$ cat src/rtl/ppu_pkg.sv
// Shared PPU-side definitions: sprite DMA state encoding and bus constants.
package ppu_pkg;

   typedef enum logic [2:0] {
      IDLE,
      HALT,
      ALIGN,
      READ,
      WRITE,
      DONE
   } oam_dma_state_t;

   localparam int          OAM_WIDTH    = 8;
   localparam logic [15:0] DMA_REG_ADDR = 16'h4014;

endpackage

$ cat src/rtl/oam_dma.sv
// Sprite DMA engine for $4014: halts the CPU and copies one 256-byte page into
// OAM, starting at the OAMADDR captured when the page write is accepted.
module oam_dma
   import ppu_pkg::*;
#(
   parameter int OAM_W  = OAM_WIDTH,
   parameter int PAGE_W = 8
) (
   input  logic              clk,
   input  logic              rst_n,
   input  logic              cpu_clk_en,
   input  logic              reg_wr,
   input  logic [PAGE_W-1:0] reg_data,
   input  logic [OAM_W-1:0]  oam_base,
   output logic              cpu_halt,
   output logic [15:0]       mem_addr,
   output logic              mem_re,
   input  logic [7:0]        mem_rdata,
   output logic [OAM_W-1:0]  oam_addr,
   output logic              oam_we,
   output logic [7:0]        oam_data,
   output logic              dma_active,
   output logic              dma_done
);

   oam_dma_state_t    state, state_nxt;
   logic              parity;
   logic [PAGE_W-1:0] page;
   logic [OAM_W-1:0]  base;
   logic [OAM_W-1:0]  index;
   logic [7:0]        latch;

   logic halt_nxt, re_nxt, we_nxt, done_nxt;

   // NOTE: every signal assigned here gets a default first, so no path can
   // leave one unassigned and infer a latch.
   always_comb begin
      state_nxt = state;
      halt_nxt  = 1'b0;
      re_nxt    = 1'b0;
      we_nxt    = 1'b0;
      done_nxt  = 1'b0;

      unique case (state)
         IDLE:    if (reg_wr) state_nxt = HALT;
         HALT:    state_nxt = parity ? ALIGN : READ;
         ALIGN:   state_nxt = READ;
         READ:    state_nxt = WRITE;
         WRITE:   state_nxt = (index == '1) ? DONE : READ;
         DONE:    state_nxt = IDLE;
         default: state_nxt = IDLE;
      endcase

      // Outputs are registered decodes of the state being entered.
      unique case (state_nxt)
         HALT, ALIGN: halt_nxt = 1'b1;
         READ: begin
            halt_nxt = 1'b1;
            re_nxt   = 1'b1;
         end
         WRITE: begin
            halt_nxt = 1'b1;
            we_nxt   = 1'b1;
         end
         DONE:    done_nxt = 1'b1;
         default: ;
      endcase
   end

   // NOTE: sequential state uses non-blocking assignments so every register
   // samples pre-edge values regardless of process ordering.
   always_ff @(posedge clk or negedge rst_n) begin
      if (!rst_n) begin
         state      <= IDLE;
         parity     <= 1'b0;
         cpu_halt   <= 1'b0;
         dma_active <= 1'b0;
         mem_re     <= 1'b0;
         oam_we     <= 1'b0;
         dma_done   <= 1'b0;
      end else if (cpu_clk_en) begin
         state      <= state_nxt;
         parity     <= ~parity;
         cpu_halt   <= halt_nxt;
         dma_active <= halt_nxt;
         mem_re     <= re_nxt;
         oam_we     <= we_nxt;
         dma_done   <= done_nxt;
      end
   end

   // Transfer datapath; page and base are frozen at acceptance so later
   // $4014 or OAMADDR writes cannot disturb a running copy.
   always_ff @(posedge clk or negedge rst_n) begin
      if (!rst_n) begin
         page  <= '0;
         base  <= '0;
         index <= '0;
         latch <= '0;
      end else if (cpu_clk_en) begin
         unique case (state)
            IDLE: begin
               if (reg_wr) begin
                  page  <= reg_data;
                  base  <= oam_base;
                  index <= '0;
               end
            end
            READ:    latch <= mem_rdata;
            WRITE:   index <= index + 1'b1;
            default: ;
         endcase
      end
   end

   assign mem_addr = 16'({page, index});
   assign oam_addr = base + index;
   assign oam_data = latch;

endmodule

$ cat config.mk
export PLATFORM = sky130hd
export DESIGN_NAME = oam_dma
export DESIGN_NICKNAME = d
export VERILOG_FILES = /design/src/rtl/ppu_pkg.sv /design/src/rtl/oam_dma.sv
export SDC_FILE = /design/constraint.sdc
export NUM_CORES = 1
export LEC_CHECK = 0
export ABC_AREA = 1
export BUFFER_PORTS_ARGS = -buffer_cell sky130_fd_sc_hd__buf_4
export CAP_MARGIN = 20
export CORE_UTILIZATION = 46
export CTS_CLUSTER_SIZE = 40
export DETAILED_ROUTE_END_ITERATION = 7
export GPL_TIMING_DRIVEN = 0
export PLACE_DENSITY = 0.76
export SYNTH_ARGS = -nofsm -noshare
export SYNTH_HDL_FRONTEND = slang
export SYNTH_SLANG_ARGS = --single-unit
$ cat constraint.sdc
create_clock -name clk -period 1.6 [get_ports clk]
set_input_delay 0.24 -clock clk [delete_from_list [all_inputs] [get_ports clk]]
set_output_delay 0.24 -clock clk [all_outputs]
set_load 0.02 [all_outputs]
==> Word-level counts from Yosys, hierarchy flattened <==
Index checks and enable logic that the tools add are counted.
{ "classes": {"addsub": 2, "mul": 0, "n_div": 0, "magnitude_cmp": 0, "eq_ne": 11, "shift": 0, "n_mux": 10, "bitwise_logic": 1, "reduce_logical": 6} }
{ "op_table": {"columns": ["cell", "n"], "rows": [
  ["$pmux W8 S2", 1],
  ["$pmux W3 S5", 1],
  ["$eq A3 B2 Y1 const B", 4],
  ["$eq A3 B3 Y1 const B", 3],
  ["$add A8 B1 Y8 const B", 1],
  ["$add A8 B8 Y8", 1],
  ["$eq A8 B8 Y1 const B", 1],
  ["$mux W8", 1],
  ["$eq A3 B1 Y1 const B", 2],
  ["$mux W3", 2],
  ["$reduce_and A3 Y1", 2],
  ["$mux W1", 5],
  ["$reduce_or A4 Y1", 1],
  ["$logic_not A3 Y1", 1],
  ["$ne A2 B2 Y1 const B", 1],
  ["$reduce_and A2 Y1", 1],
  ["$reduce_bool A2 Y1", 1],
  ["$not A1 Y1", 1]
]} }
{ "totals": {"ff_bits": 40, "latch_bits": 0, "ramBits": 0, "romBits": 0, "in_bits": 28, "out_inout_bits": 37, "elab_cells": 40, "n_memories": 0} }

==> Depth between registers and ports, before layout <==
Gate-level depths: netlist (run 1).
{ "depth": {"depth_word": 6, "mapped_depth": 8, "mapped_depth_nobuf": 8} }

==> Worst setup path before layout (run 1) <==
No wires, ideal clock.
{ "synth_path": {"kind": "register to output", "startpoint": "register index[0]", "endpoint": "output oam_addr[6]", "t_arrival_ns": 1.717, "required_time_ns": 1.360, "path_slack_ns": -0.357, "stages_incl_launch_ff": 8, "path_cell_list": "dfrtp_1 ha_1 inv_1 fa_1 inv_1 nand4_1 nand3_1 xor2_1"} }
{ "synth_between": {"elab_chain_cells": 1} }
{ "synth_lines": {"columns": ["item", "line", "rtl"], "rows": [
  ["from (decl)", "oam_dma.sv:30", "logic [OAM_W-1:0] index;"],
  ["from (signal assigned)", "oam_dma.sv:110", "WRITE: index <= index + 1'b1;"],
  ["$add A8 B8 Y8", "oam_dma.sv:117", "assign oam_addr = base + index;"],
  ["to (decl)", "oam_dma.sv:19", "output logic [OAM_W-1:0] oam_addr,"]
]} }
Every way passes these cells.

==> Worst setup path in the final report (run 1) <==
{ "layout_path": {"startpoint": "register base[0]", "endpoint": "output oam_addr[6]"} }
{ "layout_between": {"elab_chain_cells": 1} }
{ "layout_lines": {"columns": ["item", "line", "rtl"], "rows": [
  ["from (decl)", "oam_dma.sv:29", "logic [OAM_W-1:0] base;"],
  ["from (signal assigned)", "oam_dma.sv:105", "base <= oam_base;"],
  ["$add A8 B8 Y8", "oam_dma.sv:117", null]
]} }
Every way passes these cells.

==> results of run 1 <==
Yosys cell counts, types with 3 or more instances:
library cell and instances:
nand3_1 9, nand2_2 10, nand2_1 74, mux2_2 8, nor2_1 9, xnor2_1 5
xor2_1 4, inv_2 3, a21oi_1 5, nand4_1 5, buf_4 3, inv_1 19
o21ai_0 9, ha_1 8, dfrtp_1 40
power by group through the flow:
| stage | Combinational (W) | Sequential (W) | Clock [W] |
|---|---|---|---|
| floorplan | 0.00144 | 0.00202 | 0 |
| global placement | 0.00264 | 0.00175 | 0 |
| detailed placement | 0.00269 | 0.00176 | 0 |
| CTS | 0.00292 | 0.00172 | 0.000665 |
| global route | 0.00334 | 0.00179 | 0.000703 |
| finish | 0.00309 | 0.00174 | 0.000649 |
through the flow:
| step | util | total power [W] | instance area, um^2 | cells |
|---|---|---|---|---|
| after CTS | 0.686 | 0.00531 | 3030 | 371 |
| after detailed placement | 0.634 | 0.00445 | 2800 | 348 |
| after global routing | 0.702 | 0.00584 | 3100 | 376 |
| final | 0.702 | 0.00548 | 3100 | 376 |
| after floorplan | - | 0.00346 | 2260 | 233 |
| after global placement | 0.634 | 0.00439 | 2800 | 348 |
cell families after synthesis:
group | after synthesis | share of synthesized area
AOI/OAI and AO/OA | 23 | 0.0634
xor gates and xnor gates | 9 | 0.0370
adders and majority gates | 9 | 0.0564
buffers and inverters | 28 | 0.0664
DFF | 40 | 0.470
muxes | 8 | 0.0423
and+or+nand+nor | 116 | 0.264
layout make-up:
class	count	area [um^2]	share of cell area
Multi-Input combinational cell	165	1160	0.375
Sequential cell	40	1010	0.326
Timing Repair Buffer	83	637	0.206
Inverter	22	82.6	0.0267
Clock buffer	6	72.6	0.0234
Tap cell	52	65.1	0.0210
Buffer	6	58.8	0.0190
Clock inverter	2	12.5	0.00404
repair_timing:
| action | 4_1_cts | 5_1_grt |
|---|---|---|
| setup endpoints to repair | 7 | 8 |
| hold endpoints to repair | 40 | 0 |
| resized for setup | 7 | 7 |
| hold buffers | 1 | 0 |
| pin swaps | 12 | 6 |
| buffers inserted | 14 | 5 |
registers in the layout, indices dropped and copies added (netlist names):
name	cells
state	3
dma_active	1
oam_we	1
mem_re	1
page	8
index	8
parity	1
dma_done	1
oam_data	8
base	8
path summary, 6_finish.rpt:
| path | from | end | slack (ps) |
|---|---|---|---|
| worst max-delay path | base[0] | oam_addr[6] | -430 |
| worst min register to register | page[0] | page[0] | 480 |
| worst min-delay path | oam_base[6] | base[6] | 160 |
| max in group asynchronous | rst_n | index[1] | 740 |
| worst max register to register | index[1] | dma_active | 70 |
| min in group asynchronous | rst_n | parity | 490 |
worst min-delay path, cell delays in order:
cell	delay, ps
buf_4	80
nand2_1	40
nand2_1	50
layer usage:
layer | vias up | GRT usage | part of all wire
met5 | - | 0 | 0
met4 | 0 | 0.0778 | 0.016
met3 | 8 | 0.0317 | 0.037
met2 | 54 | 0.364 | 0.51
met1 | 899 | 0.273 | 0.44
li1 | 925 | - | -
==> impl_metrics.tcl, run 1 <==
set metrics [dict create \
    status "finished, violations left" \
    violations "negative setup slack" \
    port_buffers 63 \
    p_per_area_mw_per_mm2 1770 \
    cts.clk_slew.worst_paths_ps 70 \
    dp_hpwl_um 3380 \
    tritoncts "built" \
    place_congestion 0.789 \
    grt_usage 0.213 \
    crit_path_top_delay_cell "dfrtp_1" \
    ys_ff_latch 40 \
    ys.flop_type "dfrtp_1" \
    grt_first_pass_wirelength_um 8290 \
    cp.depth 8 \
    fin_crit_sh 1.27 \
    synth_top_area_cell "dfrtp_1" \
    worstHoldPathType "in2reg" \
    layout_common_cells "82 x buf_4, 72 x nand2_1, 34 x dfrtp_1" \
    reg2regPathDepth 9 \
    rsz0062_at_grt "true" \
    syn_to_final_growth_pct 45.4 \
    nets 360 \
    grt_pass1_vias 1832 \
    yosys-top-cells-area "dfrtp_1 47%, nand2_1 13%, ha_1 4.7%, mux2_2 4.2%, inv_1 3.3%" \
    die_h_um 70.0 \
    tritoncts.num_buffers 5 \
    synth_cells 233 \
    synth_top_cell_area_share 0.470 \
    critical-path-top-delay-family "adder cells" \
    grt_max_degree 41 \
    cpMostUsedCell "inv_2" \
    setup_slack_ps -428 \
    maxSlewViolCount 0 \
    crit_arrival_ps 1790 \
    hold_viol_final 0 \
    die_area_mm2 0.00491 \
    finalCriticalPeriod_ps 2030 \
    core_area_mm2 0.00441 \
    worstMarginPinSlew_ps 501 \
    antenna_found_initial 0 \
    cp.required_ps 1360 \
    layout.cells.most_common "buf_4" \
    hold_depth 3 \
    critical_path_class "reg2out" \
    drtAntennaViolNets 0 \
    pwr-share-comb 0.564 \
    swShare 0.416 \
    peakVddDrop_uv 1000 \
    drt-initial-drc-count 159 \
    p_int_w 0.00320 \
    start_util 0.482 \
    cts_root_buffer "clkbuf_8" \
    syn-cell-area_mm2 0.00213 \
    wl_per_cell_um 13.2 \
    p_leak_nw 1.61 \
    clock-sinks 40 \
    cp-start-kind "flip-flop" \
    finalClockSkew_ps 7.68 \
    slowest_delay_ps 420 \
    routed_wl_um 4960 \
    yosys_warnings 0 \
    antenna_cells 0 \
    power.switching_w 0.00228 \
    setup_viol 7 \
    firstDrtPassIters 4 \
    drc 0 \
    ys_seq_area_frac 0.470 \
    hold_slack_ps 156 \
    clockBufferDepth 2 \
    vias_per_cell 5.02 \
    worstPathCellList "ha_4 > inv_2 > fa_2 > inv_2 > nand4_1 > nand3_2 > xor2_4 > buf_6" \
    die_width_um 70.0 \
    rows 24 \
    fin_tns_setup_ps -2260 \
    setup.worst_path.end_class "output pin" \
    cp_num_buf_inv 3 \
    synth_nets 270 \
    gr-total-overflow 0 \
    vias 1886 \
    drv_cap 0 \
    postSynth.asyncResetShare 1.00 \
    power_frac_clock 0.118 \
    htreeDepth 2 \
    layout-drive-gt1-share 0.481 \
    max_freq_mhz 493 \
    p_seq_frac 0.317 \
    relSlewSlack 0.666 \
    synth-edff-count 0 \
    yosysUniqueCellTypes 32 \
    syn_area_per_cell_um2 9.14 \
    clk_latency_ps 280 \
    dp_slack_ps -170 \
    fillers 369 \
    cp_max_fo 2 \
    ioPinCount 65 \
]
No activity file was read; power rests on OpenSTA's default activity.
==> run 2: changes to the inputs <==
--- a/config.mk
+++ b/config.mk
@@ -8,11 +8,11 @@
 export ABC_AREA = 1
 export BUFFER_PORTS_ARGS = -buffer_cell sky130_fd_sc_hd__buf_4
 export CAP_MARGIN = 20
-export CORE_UTILIZATION = 46
+export CORE_UTILIZATION = 50
 export CTS_CLUSTER_SIZE = 40
 export DETAILED_ROUTE_END_ITERATION = 7
 export GPL_TIMING_DRIVEN = 0
-export PLACE_DENSITY = 0.76
+export PLACE_DENSITY = 0.78
 export SYNTH_ARGS = -nofsm -noshare
 export SYNTH_HDL_FRONTEND = slang
 export SYNTH_SLANG_ARGS = --single-unit
==> constraint.sdc (replaced) <==
create_clock -name clk -period 2.1 [get_ports clk]
set_input_delay 0.315 -clock clk [delete_from_list [all_inputs] [get_ports clk]]
set_output_delay 0.315 -clock clk [all_outputs]
set_load 0.02 [all_outputs]
==> run 2 against run 1 <==
  * The flow still finishes with violations (negative setup slack)
  * Worst setup slack improved by 290 ps
  * Die area is 7.8% lower
  * Utilization rose by 3.0 points
  * Non-clock buffer count down 4
  * Largest power group unchanged
  * First-iteration DRC count shrank 10%
  * Clock-buffer cell count is 1 higher
  * Combinational power decreased by 30%
  * Wire length up 2.6%
  * Sequential share of layout area grew 1.4 points
  * Design area fell by 4.2%
==> impl_metrics.tcl, run 2 (synthesis gave the netlist of run 1 again) <==
set metrics [dict create \
    status "finished, violations left" \
    violations "negative setup slack" \
    critical-path-top-delay-family "adder cells" \
    place_congestion 0.856 \
    fillers 310 \
    grt_max_degree 41 \
    rsz0062_at_grt "true" \
    grt_usage 0.234 \
    die_area_mm2 0.00452 \
    max_freq_mhz 446 \
    setup.worst_path.end_class "output pin" \
    port_buffers 63 \
    drtAntennaViolNets 0 \
    wl_met3_um 187 \
    finalInstanceArea_mm2 0.00297 \
    worstHoldPathType "in2reg" \
    cpMostUsedCell "inv_2" \
    swShare 0.422 \
    firstDrtPassIters 4 \
    worstMarginPinSlew_ps 504 \
    top_layer "met4" \
    pwr-share-comb 0.540 \
    layout_common_cells "81 x buf_4, 73 x nand2_1, 35 x dfrtp_1" \
    nets 356 \
    start_util 0.525 \
    core_area_mm2 0.00406 \
    ioPinCount 65 \
    setup_slack_ps -141 \
    die_h_um 67.3 \
    drv_cap 0 \
    power.switching_w 0.00168 \
    grt_first_pass_wirelength_um 7790 \
    finalCriticalPeriod_ps 2240 \
    clockBufferDepth 2 \
    critical_path_class "reg2out" \
    clk_latency_ps 290 \
    vias 1884 \
    setup_viol 2 \
    p_leak_nw 1.56 \
    fin_crit_sh 1.07 \
    grt_pass1_vias 1721 \
    tritoncts.num_buffers 5 \
    peakVddDrop_uv 868 \
    cp.required_ps 1780 \
    drc 0 \
    layout.cells.most_common "buf_4" \
    cp_max_fo 2 \
    wl_per_cell_um 13.8 \
    routed_wl_um 5090 \
    tritoncts "built" \
    cts.clk_slew.worst_paths_ps 80 \
    crit_arrival_ps 1930 \
    antenna_cells 0 \
    final_core_util 0.731 \
    p_seq_frac 0.332 \
    vias_per_cell 5.09 \
    htreeDepth 2 \
    slowest_delay_ps 390 \
    p_int_w 0.00230 \
    relSlewSlack 0.664 \
    die_width_um 67.3 \
    cts_root_buffer "clkbuf_8" \
    worstPathCellList "ha_2 > inv_2 > fa_2 > inv_2 > nand4_1 > nand3_1 > xor2_1 > buf_4" \
    fin_tns_setup_ps -271 \
    power_frac_clock 0.128 \
    finalClockSkew_ps 6.28 \
    cp-start-kind "flip-flop" \
    hold_viol_final 0 \
    maxSlewViolCount 0 \
    drt-initial-drc-count 143 \
    clock-sinks 40 \
    dpl_cell_area_mm2 0.00267 \
    dp_hpwl_um 3350 \
    gr-total-overflow 0 \
    cp_num_buf_inv 3 \
    wl_met1_um 2120 \
    crit_path_top_delay_cell "dfrtp_1" \
    p_per_area_mw_per_mm2 1340 \
    antenna_found_initial 0 \
    syn_to_final_growth_pct 39.4 \
    rows 23 \
    dr_wl_met2_um 2690 \
    layout-drive-gt1-share 0.428 \
]
run 2: worst paths after layout:
| path | to | start | cells after the start | slack, ps |
|---|---|---|---|---|
| max in group asynchronous | index[1] | rst_n | 2 | 1180 |
| setup / recovery | oam_addr[6] | base[0] | 8 | -140 |
| hold reg to reg | page[4] | page[4] | 2 | 480 |
| min in group asynchronous | dma_done | rst_n | 2 | 550 |
| setup reg to reg | dma_active | index[0] | 9 | 620 |
| hold / removal | base[3] | oam_base[3] | 3 | 210 |
run 2: worst register-to-register path: cells and delay by family, from the launching register on:
family	cells	cell delay [ps]
flops	1	360
buf+inv	1	130
compound gates	2	280
simple gates	5	420
fa+ha+maj	1	190
run 2: layer usage:
| metal | up-vias | track usage |
|---|---|---|
| met5 | - | 0 |
| met4 | 0 | 0.104 |
| met3 | 12 | 0.0321 |
| met2 | 56 | 0.400 |
| met1 | 891 | 0.293 |
| li1 | 925 | - |
run 2: timing repair:
action | CTS | global route
gates resized for setup | 9 | 9
setup buffers | 3 | 12
hold endpoints to repair | 11 | 0
hold buffers | 1 | 0
setup endpoints to repair | 4 | 4
pin swaps | 0 | 12
run 2: per-stage QoR:
step                      total power [W]  std cells  setup slack [ps]  hold slack, ps
after CTS                         0.00384        358             -70.8             208
after global placement            0.00318        346               194             320
after global routing              0.00424        370              -179             222
after floorplan                   0.00247        233              68.1            19.4
final                             0.00398        370              -141             212
after detailed placement          0.00323        346               151             320
run 2: cell type report:
cell class	instances	area (um^2)	share of cell area
Buffer	6	58.8	0.0198
Clock inverter	1	8.76	0.00295
Clock buffer	7	76.3	0.0257
Inverter	22	82.6	0.0278
Multi-Input combinational cell	165	1080	0.363
Tap cell	50	62.6	0.0211
Sequential cell	40	1010	0.339
Timing Repair Buffer	79	596	0.201
run 2: power by group through the flow:
stage | registers (W) | logic [W] | clock network (W)
after CTS | 0.00131 | 0.00201 | 0.000518
after detailed placement | 0.00131 | 0.00192 | 0
after global routing | 0.00136 | 0.00233 | 0.000554
final | 0.00132 | 0.00215 | 0.000511
after global placement | 0.00130 | 0.00188 | 0
after floorplan | 0.00150 | 0.000972 | 0
